--- config.mk ---
export PLATFORM = sky130hd
export DESIGN_NAME = counter_regfile
export DESIGN_NICKNAME = d
export VERILOG_FILES = /design/src/rtl/counter_regfile.sv
export SDC_FILE = /design/constraint.sdc
export NUM_CORES = 1
export LEC_CHECK = 0
export ABC_AREA = 0
export CAP_MARGIN = 20
export CORE_MARGIN = 2
export CORE_UTILIZATION = 40
export CTS_BUF_LIST = sky130_fd_sc_hd__clkbuf_8 sky130_fd_sc_hd__clkbuf_16
export DETAILED_ROUTE_END_ITERATION = 12
export REMOVE_ABC_BUFFERS = 1
export SKIP_LAST_GASP = 1
export SLEW_MARGIN = 40
export SYNTH_ARGS = -nofsm -noshare
export SYNTH_HDL_FRONTEND = slang
export SYNTH_SLANG_ARGS = --single-unit
export TNS_END_PERCENT = 30
--- constraint.sdc ---
create_clock -name CLK -period 3.2 [get_ports CLK]
set_input_delay 0.32 -clock CLK [delete_from_list [all_inputs] [get_ports CLK]]
set_output_delay 0.32 -clock CLK [all_outputs]
set_load 0.02 [all_outputs]
--- src/rtl/counter_regfile.sv ---
// ---------------------------------------------------------------------------
// counter_regfile
//
// Small register file in which every entry can be loaded, incremented or
// decremented in place. A sequential clear walks the whole array one entry
// per clock. Sticky flags record increment wrap (ovf) and decrement-at-zero
// saturation (unf).
//
// Parameters
//   WIDTH  register data width in bits
//   DEPTH  number of registers (2..16)
//   AW     address width, DEPTH <= 2**AW
//
// Ports
//   CLK          rising-edge clock
//   reset        asynchronous active-low reset
//   WE           operation enable
//   op[1:0]      00 load WB, 01 increment, 10 decrement (saturating), 11 no-op
//   dest[AW-1:0] destination register address
//   WB           load data
//   srcA, srcB   combinational read addresses
//   R1, R2       read data for srcA / srcB (0 for out-of-range addresses)
//   zeroA/zeroB  R1 == 0 / R2 == 0
//   clr_req      start the sequential clear (ignored while busy)
//   busy         clear sequence in progress
//   ovf, unf     sticky overflow / underflow flags
//   flag_clr     synchronous clear of ovf and unf (wins over a same-cycle set)
//   o_dbg_state  current FSM state (0 = IDLE, 1 = CLEAR)
//   o_dbg_idx    current clear index
//
// Handshake: there is no ready signal. An operation presented with WE=1 is
// taken at the next rising edge only when the FSM is IDLE, clr_req is low
// and dest addresses an existing register; otherwise it is dropped.
// ---------------------------------------------------------------------------
module counter_regfile #(
  parameter int WIDTH = 8,
  parameter int DEPTH = 4,
  parameter int AW    = 2
) (
  input  logic             CLK,
  input  logic             reset,
  input  logic             WE,
  input  logic [1:0]       op,
  input  logic [AW-1:0]    dest,
  input  logic [WIDTH-1:0] WB,
  input  logic [AW-1:0]    srcA,
  input  logic [AW-1:0]    srcB,
  output logic [WIDTH-1:0] R1,
  output logic [WIDTH-1:0] R2,
  output logic             zeroA,
  output logic             zeroB,
  input  logic             clr_req,
  output logic             busy,
  output logic             ovf,
  output logic             unf,
  input  logic             flag_clr,
  output logic             o_dbg_state,
  output logic [AW-1:0]    o_dbg_idx
);

  localparam logic [1:0] OP_LOAD = 2'b00;
  localparam logic [1:0] OP_INC  = 2'b01;
  localparam logic [1:0] OP_DEC  = 2'b10;

  // One extra bit so DEPTH == 2**AW is still representable for the
  // range compares.
  localparam logic [AW:0]   DEPTH_EXT = (AW+1)'(DEPTH);
  localparam logic [AW-1:0] LAST_IDX  = AW'(DEPTH - 1);

  typedef enum logic {
    ST_IDLE  = 1'b0,
    ST_CLEAR = 1'b1
  } state_t;

  state_t            r_state;
  state_t            w_state_nxt;
  logic [AW-1:0]     r_idx;
  logic [AW-1:0]     w_idx_nxt;
  logic [WIDTH-1:0]  r_regs [DEPTH];
  logic              r_ovf;
  logic              r_unf;

  logic              w_in_idle;
  logic              w_dest_ok;
  logic              w_a_ok;
  logic              w_b_ok;
  logic              w_op_en;
  logic [WIDTH-1:0]  w_cur;
  logic [WIDTH-1:0]  w_reg_nxt;
  logic              w_wr;
  logic              w_ovf_set;
  logic              w_unf_set;

  // -------------------------------------------------------------------------
  // Address qualification
  // -------------------------------------------------------------------------
  assign w_in_idle = (r_state == ST_IDLE);
  assign w_dest_ok = ({1'b0, dest} < DEPTH_EXT);
  assign w_a_ok    = ({1'b0, srcA} < DEPTH_EXT);
  assign w_b_ok    = ({1'b0, srcB} < DEPTH_EXT);

  // A clr_req seen in IDLE starts the clear and swallows any same-cycle op.
  assign w_op_en   = WE && w_in_idle && !clr_req && w_dest_ok;
  assign w_cur     = w_dest_ok ? r_regs[dest] : '0;

  // -------------------------------------------------------------------------
  // Operation datapath
  // -------------------------------------------------------------------------
  always_comb begin
    w_reg_nxt = w_cur;
    w_wr      = 1'b0;
    w_ovf_set = 1'b0;
    w_unf_set = 1'b0;
    if (w_op_en) begin
      case (op)
        OP_LOAD: begin
          w_wr      = 1'b1;
          w_reg_nxt = WB;
        end
        OP_INC: begin
          w_wr      = 1'b1;
          w_reg_nxt = w_cur + WIDTH'(1);
          w_ovf_set = &w_cur;
        end
        OP_DEC: begin
          // Saturate at zero: value stays 0 and the event is flagged.
          if (w_cur == '0) begin
            w_unf_set = 1'b1;
          end else begin
            w_wr      = 1'b1;
            w_reg_nxt = w_cur - WIDTH'(1);
          end
        end
        default: begin
        end
      endcase
    end
  end

  // -------------------------------------------------------------------------
  // Clear sequencer
  // -------------------------------------------------------------------------
  always_ff @(posedge CLK or negedge reset) begin
    if (!reset) begin
      r_state <= ST_IDLE;
      r_idx   <= '0;
    end else begin
      r_state <= w_state_nxt;
      r_idx   <= w_idx_nxt;
    end
  end

  always_comb begin
    w_state_nxt = r_state;
    w_idx_nxt   = r_idx;
    case (r_state)
      ST_IDLE: begin
        if (clr_req) begin
          w_state_nxt = ST_CLEAR;
          w_idx_nxt   = '0;
        end
      end
      ST_CLEAR: begin
        // clr_req is deliberately not looked at here: no restart.
        if (r_idx == LAST_IDX) begin
          w_state_nxt = ST_IDLE;
          w_idx_nxt   = '0;
        end else begin
          w_idx_nxt   = r_idx + AW'(1);
        end
      end
      default: begin
        w_state_nxt = ST_IDLE;
        w_idx_nxt   = '0;
      end
    endcase
  end

  // -------------------------------------------------------------------------
  // Register array
  // -------------------------------------------------------------------------
  always_ff @(posedge CLK or negedge reset) begin
    if (!reset) begin
      for (int i = 0; i < DEPTH; i++) begin
        r_regs[i] <= '0;
      end
    end else if (r_state == ST_CLEAR) begin
      r_regs[r_idx] <= '0;
    end else if (w_wr) begin
      r_regs[dest] <= w_reg_nxt;
    end
  end

  // -------------------------------------------------------------------------
  // Sticky flags (frozen while clearing)
  // -------------------------------------------------------------------------
  always_ff @(posedge CLK or negedge reset) begin
    if (!reset) begin
      r_ovf <= 1'b0;
      r_unf <= 1'b0;
    end else if (w_in_idle) begin
      if (flag_clr) begin
        r_ovf <= 1'b0;
        r_unf <= 1'b0;
      end else begin
        if (w_ovf_set) r_ovf <= 1'b1;
        if (w_unf_set) r_unf <= 1'b1;
      end
    end
  end

  // -------------------------------------------------------------------------
  // Outputs: reads are straight from the array, no write bypass.
  // -------------------------------------------------------------------------
  assign R1          = w_a_ok ? r_regs[srcA] : '0;
  assign R2          = w_b_ok ? r_regs[srcB] : '0;
  assign zeroA       = (R1 == '0);
  assign zeroB       = (R2 == '0);
  assign busy        = (r_state == ST_CLEAR);
  assign ovf         = r_ovf;
  assign unf         = r_unf;
  assign o_dbg_state = r_state;
  assign o_dbg_idx   = r_idx;

endmodule

==> flow_metrics.tcl <==
set metrics [dict create \
    outcome "finished clean" \
    final_common_cell "clkdlybuf4s50_1" \
    cts_buffers 5 \
    syn_area_per_cell_um2 10.1 \
    synth_edf_count 0 \
    synth_warnings 0 \
    synth_mux_area_frac 0.200 \
    core-area_um2 6830 \
    vias_per_cell 5.97 \
    timing.max_cap.violations 0 \
    io_buffers 44 \
    synth_top_family_by_area "compound AO/OA/AOI/OAI gates" \
    start_util 0.417 \
    crit_type "primary input to primary output" \
    max_slew_margin 0.617 \
    p_clk_frac 0.331 \
    clk_path_buf_depth 2 \
    place_hpwl_mm 6.46 \
    end_kind "primary output" \
    worstPathRequired_ns 2.88 \
    num_rows 30 \
    hold_class "flip-flop to flip-flop" \
    p_seq_frac 0.362 \
    finalSetupViolCount 0 \
    fp.dieH_um 88.4 \
    syn_inst 282 \
    cts-root-buf "clkbuf_8" \
    synth_xor_area_frac 0.00922 \
    syn_area_um2 2850 \
    clock-sinks 37 \
    ant_nets 0 \
    htreeDepth 2 \
    die_w_um 88.4 \
    grtUsageTotal 0.231 \
    grt_pass1_vias 2532 \
    pwr-share-comb 0.307 \
    grt-ovfl-total 0 \
    grt_max_degree 38 \
    diodes 0 \
    clock_skew_ns 0.00400 \
    drv_slew 0 \
    ys.flop_type "dfrtp_1" \
    clk_latency_ns 0.29 \
    yosys.cell_types.count 58 \
    p_int_mw 0.999 \
    power-per-cell-area_nw_per_um2 402 \
    swShare 0.331 \
    tns_ns 0 \
    grt_pass1_wl_mm 13.6 \
    drive_gt1_frac 0.208 \
    ys_ff_latch 37 \
    switching_power_mw 0.495 \
    worstMarginPinSlew_ns 0.569 \
    die_area_um2 7820 \
    hold_violations 0 \
    cts_tree "yes" \
    critPathArrivalTime_ns 2.78 \
    layout_common_cells "clkdlybuf4s50_1, dfrtp_1, buf_4" \
    cp_max_fo 8 \
    totalWireLength_mm 8.38 \
    drt_iter0_markers 253 \
    power_leakage_nw 1.62 \
    finalCritPeriodShare 0.968 \
    synth_adder_area_share 0.0307 \
    clkTransAtPathRegs_ns 0.08 \
    rsz0062_at_grt "false" \
    ir_drop_mv 0.476 \
    ys_seq_area_frac 0.325 \
    wl_per_cell_um 19.1 \
    fin_crit_ns 3.10 \
    synthSimpleGateAreaFrac 0.180 \
    fmax_mhz 323 \
    async_reset_ff_frac 1.00 \
    hold_ws_ns 0.513 \
    worst_setup_path_start_kind "primary input" \
    rrSetupSlack_ns 0.64 \
    drc 0 \
    syn_to_final_growth_pct 30.4 \
    dr_total_vias 2614 \
    ios 45 \
    place.gp.congestion 0.885 \
    first_pass_iters 5 \
    synth_compound_area_frac 0.202 \
    finish.net_count 369 \
    antenna_found_initial 0 \
]
-- routing by layer --
metal / vias up / share of wire / global-route usage
li1: 1217 / - / -
met1: 1305 / 0.44 / 0.335
met2: 83 / 0.50 / 0.373
met3: 9 / 0.055 / 0.0326
met4: 0 / 0.0080 / 0.0441
met5: - / 0 / 0
-- cell families (layout without fill, tap and decap cells) --
group,count (synthesis),count (layout)
adder cells (fa/ha/maj),7,7
AO/OA/AOI/OAI,80,80
flip-flops,37,37
multiplexers,27,27
buffers and inverters,32,92
AND/OR/NAND/NOR,96,96
XOR/XNOR,3,3
-- power groups by stage --
stage                     sequential, mW  clock, mW  combinational, mW
final                              0.541      0.494              0.459
after global routing               0.547      0.520              0.498
after CTS                          0.541      0.502              0.458
after detailed placement           0.550          0              0.455
after global placement             0.550          0              0.454
after floorplan                    0.573          0              0.199
-- synthesized netlist by cell type (3+ instances only) --
cell type | n | area [um2]
a21o_1 | 11 | 82.6
a21oi_1 | 14 | 70.1
a31o_1 | 4 | 35.0
and3_1 | 10 | 62.6
buf_1 | 3 | 11.3
buf_2 | 6 | 30.0
clkbuf_1 | 11 | 41.3
dfrtp_1 | 37 | 926
ha_1 | 7 | 87.6
inv_1 | 9 | 33.8
mux2i_1 | 3 | 30.0
mux4_2 | 24 | 541
nand2_1 | 16 | 60.1
nand3_1 | 23 | 115
nor2_1 | 17 | 63.8
nor2b_1 | 4 | 25.0
nor3_1 | 4 | 20.0
nor3b_1 | 3 | 22.5
nor4_1 | 3 | 18.8
o21ai_0 | 9 | 45.0
o21ai_1 | 7 | 35.0
o31ai_1 | 9 | 67.6
or4_1 | 5 | 37.5
-- cell type report --
cell class              instances  area [um2]
clock inverters                 3        68.8
flip-flops and latches         37         926
well taps                      96         120
multi-input cells             213        1770
fillers                       621        3110
clock buffers                   5        68.8
repair buffers                 75         726
inverters                       9        33.8
-- registers in the layout, summed over array words and instances (netlist names) --
register	count
busy	1
r_regs	32
ovf	1
o_dbg_idx	2
unf	1
-- worst max-delay path: stages --
cell	delay, ns
clkdlybuf4s50_1	0.50
buf_12	0.15
mux4_2	0.52
or4_1	0.57
nor2_1	0.11
clkdlybuf4s50_1	0.61
-- final timing paths --
path / start / endpoint / cells after the start
setup / recovery: srcA[0] / zeroA / 6
hold / removal: unf / unf / 2
setup reg to reg: r_regs[0] / r_regs[5] / 7
hold reg to reg: unf / unf / 2
max in group asynchronous: reset / r_regs[17] / 2
min in group asynchronous: reset / r_regs[7] / 2
-- stage by stage --
stage / cell area [um2] / std cells / worst slack (ns) / power, mW / utilization
global placement: 3560 / 429 / 0.0814 / 1.00 / 0.522
global route: 3720 / 438 / 0.00546 / 1.57 / 0.544
detailed placement: 3570 / 429 / 0.0551 / 1.00 / 0.522
finish: 3720 / 438 / 0.104 / 1.49 / 0.544
CTS: 3710 / 438 / 0.0826 / 1.50 / 0.544
floorplan: 2730 / 259 / 0.615 / 0.772 / -
-- repair_timing --
action,CTS,global route
hold buffers,1,0
setup endpoints to repair,0,1
resized for setup,0,1
hold endpoints to repair,18,0
setup buffers,0,0
No activity file was read; power rests on OpenSTA's default activity.
